## src/rtl/ram_portb_arbiter.sv

```systemverilog
// ram_portb_arbiter: shares port B of the dual-port ram between the scalar
// LSU (single accesses) and the vector LSU (strided bursts whose element
// addresses are generated here). All ram_* outputs are registered; the ram
// returns read data one cycle after an access is presented.
// Optional build macro VEC_YIELD_EN: lets a waiting scalar access slip into
// a running vector burst every YIELD_INTERVAL elements.
//
// Handshake: s_req / v_req are held high by the requester until the matching
// s_gnt / v_gnt pulse; the grant cycle is the transfer cycle (request fields
// are sampled at the clock edge that ends it), so a request counts as
// accepted exactly when req && gnt, and the requester may drop or change it
// in the following cycle.
module ram_portb_arbiter #(
  parameter int ADDR_W         = 17,
  parameter int DATA_W         = 32,
  parameter int LEN_W          = 8,
  parameter int YIELD_INTERVAL = 4
) (
  input  logic              clk,
  input  logic              rst,
  input  logic              s_req,
  input  logic              s_we,
  input  logic [ADDR_W-1:0] s_addr,
  input  logic [DATA_W-1:0] s_wdata,
  output logic              s_gnt,
  output logic              s_rvalid,
  output logic [DATA_W-1:0] s_rdata,
  input  logic              v_req,
  input  logic              v_we,
  input  logic [ADDR_W-1:0] v_base,
  input  logic [ADDR_W-1:0] v_stride,
  input  logic [LEN_W-1:0]  v_len,
  output logic              v_gnt,
  output logic [LEN_W-1:0]  v_idx,
  output logic              v_wnext,
  input  logic [DATA_W-1:0] v_wdata,
  output logic              v_rvalid,
  output logic [LEN_W-1:0]  v_ridx,
  output logic [DATA_W-1:0] v_rdata,
  output logic              v_done,
  output logic              ram_we_b,
  output logic [ADDR_W-1:0] ram_addr_b,
  output logic [DATA_W-1:0] ram_din_b,
  input  logic [DATA_W-1:0] ram_dout_b
);

`ifdef VEC_YIELD_EN
  localparam bit YIELD_ON = 1'b1;
`else
  localparam bit YIELD_ON = 1'b0;
`endif
  localparam int              YW        = $clog2(YIELD_INTERVAL + 1);
  localparam logic [YW-1:0]   YIELD_MAX = YW'(YIELD_INTERVAL);
  localparam logic [YW-1:0]   Y_ONE     = YW'(1);
  localparam logic [LEN_W-1:0] LEN_ONE  = LEN_W'(1);

  typedef enum logic [1:0] {IDLE, VRUN, VDRAIN} state_t;

  state_t              state_q, state_d;
  logic                prio_q, prio_d;     // 0: scalar wins a tie, 1: vector
  logic                s_gnt_c, v_gnt_c, issue_s, issue_v, last_el, yield_now;
  logic                bw_q;               // latched burst direction
  logic [LEN_W-1:0]    blen_q, cnt_q;
  logic [ADDR_W-1:0]   stride_q, acc_q;
  logic [YW-1:0]       ycnt_q;
  logic                we_q;
  logic [ADDR_W-1:0]   addr_q;
  logic [DATA_W-1:0]   din_q;
  logic                p1_s_q, p1_v_q, s_rv_q, v_rv_q, done_q;
  logic [LEN_W-1:0]    p1_idx_q, ridx_q;

  assign last_el   = (cnt_q == blen_q - LEN_ONE);
  assign yield_now = YIELD_ON && (ycnt_q == YIELD_MAX) && s_req;

  // Arbitration and burst sequencing: next state, grants and issue strobes.
  always_comb begin
    state_d = state_q;
    prio_d  = prio_q;
    s_gnt_c = 1'b0;
    v_gnt_c = 1'b0;
    issue_s = 1'b0;
    issue_v = 1'b0;
    if (!rst) begin
      case (state_q)
        IDLE: begin
          if (s_req && (!v_req || !prio_q)) begin
            s_gnt_c = 1'b1;
            issue_s = 1'b1;
            if (v_req) prio_d = 1'b1;
          end else if (v_req) begin
            v_gnt_c = 1'b1;
            if (s_req) prio_d = 1'b0;
            if (v_len != '0) state_d = VRUN;
          end
        end
        VRUN: begin
          if (yield_now) begin
            s_gnt_c = 1'b1;
            issue_s = 1'b1;
          end else begin
            issue_v = 1'b1;
            if (last_el) state_d = VDRAIN;
          end
        end
        // Last element is on ram_* now; its data/completion follow next cycle.
        VDRAIN: state_d = IDLE;
        default: state_d = IDLE;
      endcase
    end
  end

  // State register and round-robin priority.
  always_ff @(posedge clk) begin
    if (rst) begin
      state_q <= IDLE;
      prio_q  <= 1'b0;
    end else begin
      state_q <= state_d;
      prio_q  <= prio_d;
    end
  end

  // Burst context: latched on grant, address accumulates by stride per element.
  always_ff @(posedge clk) begin
    if (rst) begin
      bw_q     <= 1'b0;
      blen_q   <= '0;
      stride_q <= '0;
      acc_q    <= '0;
      cnt_q    <= '0;
    end else if (v_gnt_c) begin
      bw_q     <= v_we;
      blen_q   <= v_len;
      stride_q <= v_stride;
      acc_q    <= v_base;
      cnt_q    <= '0;
    end else if (issue_v) begin
      acc_q <= acc_q + stride_q;
      cnt_q <= cnt_q + LEN_ONE;
    end
  end

  // Elements issued since the last scalar slot (only consulted with VEC_YIELD_EN).
  always_ff @(posedge clk) begin
    if (rst || v_gnt_c || (issue_s && state_q == VRUN)) ycnt_q <= '0;
    else if (issue_v) ycnt_q <= (ycnt_q == YIELD_MAX) ? Y_ONE : ycnt_q + Y_ONE;
  end

  // Registered RAM port B; address and data hold when nothing is issued.
  always_ff @(posedge clk) begin
    if (rst) begin
      we_q   <= 1'b0;
      addr_q <= '0;
      din_q  <= '0;
    end else if (issue_s) begin
      we_q   <= s_we;
      addr_q <= s_addr;
      din_q  <= s_wdata;
    end else if (issue_v) begin
      we_q   <= bw_q;
      addr_q <= acc_q;
      if (bw_q) din_q <= v_wdata;
    end else begin
      we_q <= 1'b0;
    end
  end

  // Two-stage read tags (issue -> on ram_* -> data back) and done pulse.
  always_ff @(posedge clk) begin
    if (rst) begin
      p1_s_q   <= 1'b0;
      p1_v_q   <= 1'b0;
      p1_idx_q <= '0;
      s_rv_q   <= 1'b0;
      v_rv_q   <= 1'b0;
      ridx_q   <= '0;
      done_q   <= 1'b0;
    end else begin
      p1_s_q   <= issue_s && !s_we;
      p1_v_q   <= issue_v && !bw_q;
      p1_idx_q <= cnt_q;
      s_rv_q   <= p1_s_q;
      v_rv_q   <= p1_v_q;
      ridx_q   <= p1_idx_q;
      done_q   <= (v_gnt_c && v_len == '0) || (state_q == VDRAIN);
    end
  end

  assign s_gnt      = s_gnt_c;
  assign v_gnt      = v_gnt_c;
  assign v_idx      = (state_q == VRUN) ? cnt_q : '0;
  assign v_wnext    = issue_v && bw_q;
  assign s_rvalid   = s_rv_q;
  assign s_rdata    = s_rv_q ? ram_dout_b : '0;
  assign v_rvalid   = v_rv_q;
  assign v_ridx     = ridx_q;
  assign v_rdata    = v_rv_q ? ram_dout_b : '0;
  assign v_done     = done_q;
  assign ram_we_b   = we_q;
  assign ram_addr_b = addr_q;
  assign ram_din_b  = din_q;

endmodule

```

## config.mk

```make
export PLATFORM = sky130hd
export DESIGN_NAME = ram_portb_arbiter
export DESIGN_NICKNAME = d
export VERILOG_FILES = /design/src/rtl/ram_portb_arbiter.sv
export SDC_FILE = /design/constraint.sdc
export NUM_CORES = 1
export LEC_CHECK = 0
export BUFFER_PORTS_ARGS = -buffer_cell sky130_fd_sc_hd__clkbuf_2
export CORE_ASPECT_RATIO = 0.5
export CORE_UTILIZATION = 47
export CTS_CLUSTER_DIAMETER = 40
export DETAILED_ROUTE_END_ITERATION = 7
export HOLD_SLACK_MARGIN = 0.06
export PLACE_DENSITY_LB_ADDON = 0.1
export SETUP_SLACK_MARGIN = 0.15
export SKIP_LAST_GASP = 1
export SLEW_MARGIN = 10
export SYNTH_ARGS = -nofsm -noshare
export SYNTH_HDL_FRONTEND = slang
export SYNTH_SLANG_ARGS = --single-unit
```

## constraint.sdc

```tcl
create_clock -name clk -period 3.1 [get_ports clk]
set_input_delay 0.62 -clock clk [delete_from_list [all_inputs] [get_ports clk]]
set_output_delay 0.62 -clock clk [all_outputs]
set_load 0.005 [all_outputs]
```

==> flow_summary.json, run 1 <==
{
  "status": "finished, violations left",
  "violations": "DRC",
  "finClkSkew_ns": 0.0103,
  "synth_warnings": 0,
  "diodes": 0,
  "rsz0062_at_grt": "false",
  "worst_slew_pin_slew_ns": 0.798,
  "initial_core_util_pct": 48.8,
  "path_buf_inv": 0,
  "coreArea_mm2": 0.0128,
  "synth_fp_nets": 939,
  "finalCritPeriodShare_pct": 78.8,
  "htree_levels": 4,
  "via_per_inst": 5.28,
  "drive_above_1_share_pct": 33.7,
  "maxSlewViolCount": 0,
  "grt_pass1_vias": 5962,
  "path_clk_slew_ns": 0.06,
  "fin_ws_ns": 0.658,
  "post_cts.repair.setup_buffers": 0,
  "grt_start_max_net_pins": 49,
  "critPathCaptureType": "flip-flop",
  "required_ns": 3.39,
  "syn_inst": 759,
  "ant_nets": 0,
  "die-width_um": 165,
  "clock-sinks": 125,
  "yosys.area_share.xor_xnor_pct": 3.91,
  "antenna_found_initial": 0,
  "path_cells": "ha_1 > fa_1 > a21o_1 > a221oi_4 > o21ai_0 > a22oi_1 > nor4_1 > a211o_1",
  "worstPathMaxFanout": 3,
  "cpMaxStageDelayCell": "fa_1",
  "synth_area_mm2": 0.00627,
  "vdd_drop_max_uv": 344,
  "io_pins": 297,
  "arrival_ns": 2.74,
  "hp-class": "input pin to flip-flop",
  "ys.flop_type": "dfxtp_1",
  "track_usage_pct": 27.4,
  "dieArea_mm2": 0.0138,
  "max_stage_delay_ns": 0.41,
  "wl_per_cell_um": 15.5,
  "placed_area_mm2": 0.00777,
  "final_hold_viol_count": 0,
  "io_buffers": 296,
  "dp_cells": 1182,
  "rows": 29,
  "setup_viol_count_final": 0,
  "cts_hold_repair.buffers": 0,
  "start_kind": "flip-flop",
  "synthAdderAreaFrac_pct": 3.91,
  "dp_hpwl_mm": 13.9,
  "place_ws_ns": 0.621,
  "drt-total-wl_mm": 18.8,
  "synth-compound-area-share_pct": 19.7,
  "avgSynthCellArea_um2": 8.26,
  "vias": 6415,
  "max_freq_mhz": 409,
  "ys_seq_area_share_pct": 39.9,
  "async_flop_share_pct": 0,
  "drt_iter0_drc": 386,
  "numCtsBuffers": 17,
  "holdWs_ns": 0.389,
  "crit_type": "flip-flop to flip-flop",
  "final_cell_count_no_fill": 1214,
  "maxCapViolations": 0,
  "drt_pass1_iterations": 7,
  "die_h_um": 83.7,
  "synthSimpleGateAreaFrac_pct": 25.8,
  "timing.slew.headroom_pct": 46.7,
  "min_period_ns": 2.44,
  "root_buffer": "clkbuf_16",
  "setup_tns_ns": 0,
  "final_area_mm2": 0.00837,
  "routabilityCongestion": 0.960,
  "worstSkewPairLatency_ns": 0.41,
  "synth_seq_cells": 125,
  "synth-edff-count": 0,
  "cts_max_path_buffers": 2,
  "synth_top_family_by_area": "simple AND/OR/NAND/NOR gates",
  "muxShareOfSynthArea_pct": 1.92,
  "total_power_mw": 4.51,
  "drc": 30,
  "grt-ovfl-total": 0,
  "cp_top_family": "compound AO/OA/AOI/OAI gates",
  "area_growth_pct": 33.4,
  "layout.nets": 1211,
  "cts_resized": 0,
  "power_leakage_nw": 3.89,
  "fin_util_pct": 65.1,
  "grt_first_pass_wirelength_mm": 29.7,
  "synth.distinct_cells": 59,
  "p_per_area_mw_per_mm2": 539,
  "cts_tree": "built"
}
-- worst register-to-register path: stages, from the launching register on --
cell and delay [ns]:
dfxtp_1 0.33, ha_1 0.21, fa_1 0.41, a21o_1 0.23, a221oi_4 0.32, o21ai_0 0.20
a22oi_1 0.24, nor4_1 0.10, a211o_1 0.29
-- report_power, final --
| group | leakage [nW] | internal, mW | switching, mW |
|---|---|---|---|
| clock | 0.288 | 1.22 | 0.766 |
| sequential | 1.02 | 1.72 | 0.0891 |
| combinational | 2.58 | 0.318 | 0.403 |
| total | 3.89 | 3.25 | 1.26 |
-- synthesized netlist by cell type, types with 18 or more instances --
library cell / n / area (um2)
nand2_1: 134 / 503
dfxtp_1: 125 / 2500
and2_1: 74 / 463
a22oi_1: 32 / 240
a21oi_1: 78 / 390
clkbuf_1: 39 / 146
ha_1: 18 / 225
nor2b_1: 21 / 131
nor2_1: 54 / 203
-- cells by family after synthesis --
| logic type | Yosys count |
|---|---|
| compound gates | 183 |
| xor+xnor | 28 |
| simple gates | 333 |
| flops | 125 |
| mux | 12 |
| buf+inv | 59 |
| fa+ha+maj | 19 |
-- area by class of cell --
type | instances | area [um2]
Clock buffer | 18 | 439
Clock inverter | 14 | 159
Fill cell | 1130 | 4480
Inverter | 6 | 22.5
Multi-Input combinational cell | 575 | 3470
Sequential cell | 125 | 2500
Tap cell | 170 | 213
Timing Repair Buffer | 306 | 1560
-- registers in the layout (all words and copies together), names as in the netlist, 2 cells and up --
register    count
state_q         2
v_ridx          8
blen_q          8
ram_addr_b     17
acc_q          17
p1_idx_q        8
ram_din_b      32
stride_q       17
cnt_q           8
-- worst paths after layout --
check               from   endpoint  slack [ns]  cells after the start
max             acc_q[0]  acc_q[10]        0.66                      8
min reg2reg  p1_idx_q[6]  v_ridx[6]        0.43                      1
min                 s_we     p1_s_q        0.39                      2
max reg2reg     acc_q[0]  acc_q[10]        0.66                      8
-- routing by layer --
metal	share of wire (%)	vias up	track usage, %
li1	-	3178	-
met2	50	206	47.8
met4	2.3	0	10.9
met5	0	-	0
met1	42	2999	32.9
met3	5.9	32	5.41
-- placed cells by master, fill, tap and decap left out, types with 17 or more instances in the layout --
| cell | count |
|---|---|
| and2_1 | 74 |
| dfxtp_1 | 125 |
| ha_1 | 18 |
| clkbuf_2 | 295 |
| a21oi_1 | 78 |
| nand2_1 | 134 |
| clkbuf_16 | 17 |
| nor2_1 | 54 |
| nor2b_1 | 20 |
| a22oi_1 | 32 |
(Power assumes the default switching activity.)
==> inputs of run 2 (changes only) <==
clock period = 2.3 ns   (was 3.1 ns; I/O delays follow)
==> run 2 against run 1 <==
The flow still finishes with violations (DRC). Largest cell class unchanged. Maximum frequency up 7.0%. Highest routed layer unchanged. Worst hold slack got worse by 0.17 ns. Largest power group unchanged. Die area is the same. Core utilization increased by 1.2 points.
==> flow_summary.json, run 2 (synthesis gave the netlist of run 1 again) <==
{
  "grt-ovfl-total": 0,
  "io_buffers": 296,
  "coreArea_mm2": 0.0128,
  "arrival_ns": 2.58,
  "track_usage_pct": 27.2,
  "timing.slew.headroom_pct": 57.3,
  "crit_type": "flip-flop to flip-flop",
  "diodes": 0,
  "via_per_inst": 5.28,
  "drt_iter0_drc": 353,
  "required_ns": 2.60,
  "cts_hold_repair.buffers": 0,
  "vdd_drop_max_uv": 481,
  "p_per_area_mw_per_mm2": 700,
  "whs_path_depth": 2,
  "layout.nets": 1220,
  "drt-total-wl_mm": 18.9,
  "fin_util_pct": 66.4,
  "critPathCaptureType": "flip-flop",
  "power_leakage_nw": 3.92,
  "cts_max_path_buffers": 2,
  "setup_viol_count_final": 0,
  "drive_above_1_share_pct": 35.7,
  "wl_per_cell_um": 15.5,
  "hp-class": "input pin to flip-flop",
  "io_pins": 297,
  "die-width_um": 165,
  "final_hold_viol_count": 0,
  "finClkSkew_ns": 0.00878,
  "largest_reg_flops": 32,
  "routabilityCongestion": 0.833,
  "antenna_found_initial": 0,
  "violations": "DRC",
  "ant_nets": 0,
  "numCtsBuffers": 17,
  "grt_start_max_net_pins": 112,
  "path_clk_slew_ns": 0.06,
  "maxSlewViolCount": 0,
  "final_common_cell": "clkbuf_2",
  "root_buffer": "clkbuf_16",
  "rows": 29,
  "area_growth_pct": 36.0,
  "initial_core_util_pct": 48.8,
  "maxCapViolations": 0,
  "start_kind": "flip-flop",
  "htree_levels": 4,
  "drt_pass1_iterations": 7,
  "vias": 6454,
  "place_ws_ns": -0.0207,
  "worstPathMaxFanout": 3,
  "dp_hpwl_mm": 13.9,
  "worstSkewPairLatency_ns": 0.41,
  "regToRegSetupSlack_ns": 0.02,
  "setup_tns_ns": 0,
  "clock-sinks": 125,
  "drc": 30,
  "cts_tree": "built",
  "fin_ws_ns": 0.0182,
  "rsz0062_at_grt": "true",
  "reg2regPathDepth": 9,
  "max_freq_mhz": 438,
  "status": "finished, violations left",
  "fillerInstances": 1145,
  "dieArea_mm2": 0.0138,
  "grt_first_pass_wirelength_mm": 29.6,
  "grt_pass1_vias": 6086,
  "final_cell_mix": "clkbuf_2 (295), nand2_1 (134), dfxtp_1 (122)",
  "die_h_um": 83.7,
  "worst_slew_pin_slew_ns": 0.639,
  "finalCritPeriodShare_pct": 99.2,
  "min_period_ns": 2.28
}
## run 2: timing repair
action | CTS | global route
setup buffers | 3 | 3
endpoints found under the hold margin | 0 | 0
cloned | 0 | 0
resized for setup | 9 | 11
pin swaps | 11 | 7
setup endpoints to repair | 8 | 43
## run 2: power by group
| part | switching (mW) | internal (mW) |
|---|---|---|
| Combinational | 0.556 | 0.464 |
| Clock | 1.01 | 1.52 |
| Sequential | 0.115 | 2.31 |
## run 2: final timing paths
check         endpoint         from
max reg2reg  acc_q[10]     acc_q[0]
min reg2reg  v_ridx[1]  p1_idx_q[1]
max          acc_q[10]     acc_q[0]
min             p1_s_q         s_we
## run 2: cell type report
| cell class | count | area, um2 | area share (%) |
|---|---|---|---|
| multi-input cells | 575 | 3550 | 41.6 |
| flip-flops and latches | 125 | 2510 | 29.4 |
| repair buffers | 315 | 1680 | 19.7 |
| clock buffers | 19 | 443 | 5.19 |
| well taps | 170 | 213 | 2.49 |
| clock inverters | 13 | 115 | 1.35 |
| inverters | 6 | 22.5 | 0.264 |
## run 2: through the flow
| stage | cell area (um2) | hold slack (ns) | instances | power [mW] |
|---|---|---|---|---|
| 4_1_cts | 8460 | 0.209 | 1220 | 5.99 |
| 3_3_place_gp | 7840 | 0.419 | 1185 | 3.43 |
| 3_5_place_dp | 7840 | 0.422 | 1185 | 3.45 |
| 2_1_floorplan | 6270 | 0.406 | 759 | 3.06 |
| 5_1_grt | 8530 | 0.216 | 1223 | 6.24 |
| 6_report | 8530 | 0.219 | 1223 | 5.97 |
## run 2: worst max-delay path: stages (launching register included)
cell and delay, ns:
dfxtp_2 0.33, ha_4 0.17, fa_2 0.39, a21o_1 0.21, a221oi_4 0.32, buf_4 0.18
o21ai_2 0.06, a22oi_2 0.18, nor4_1 0.08, a211o_1 0.25
## run 2: routing by layer
metal / vias up / wire length (um) / GRT usage, %
li1: 3210 / - / -
met1: 3029 / 7770 / 31.8
met2: 187 / 9740 / 49.4
met3: 28 / 1080 / 5.96
met4: 0 / 318 / 8.10
met5: - / 0 / 0
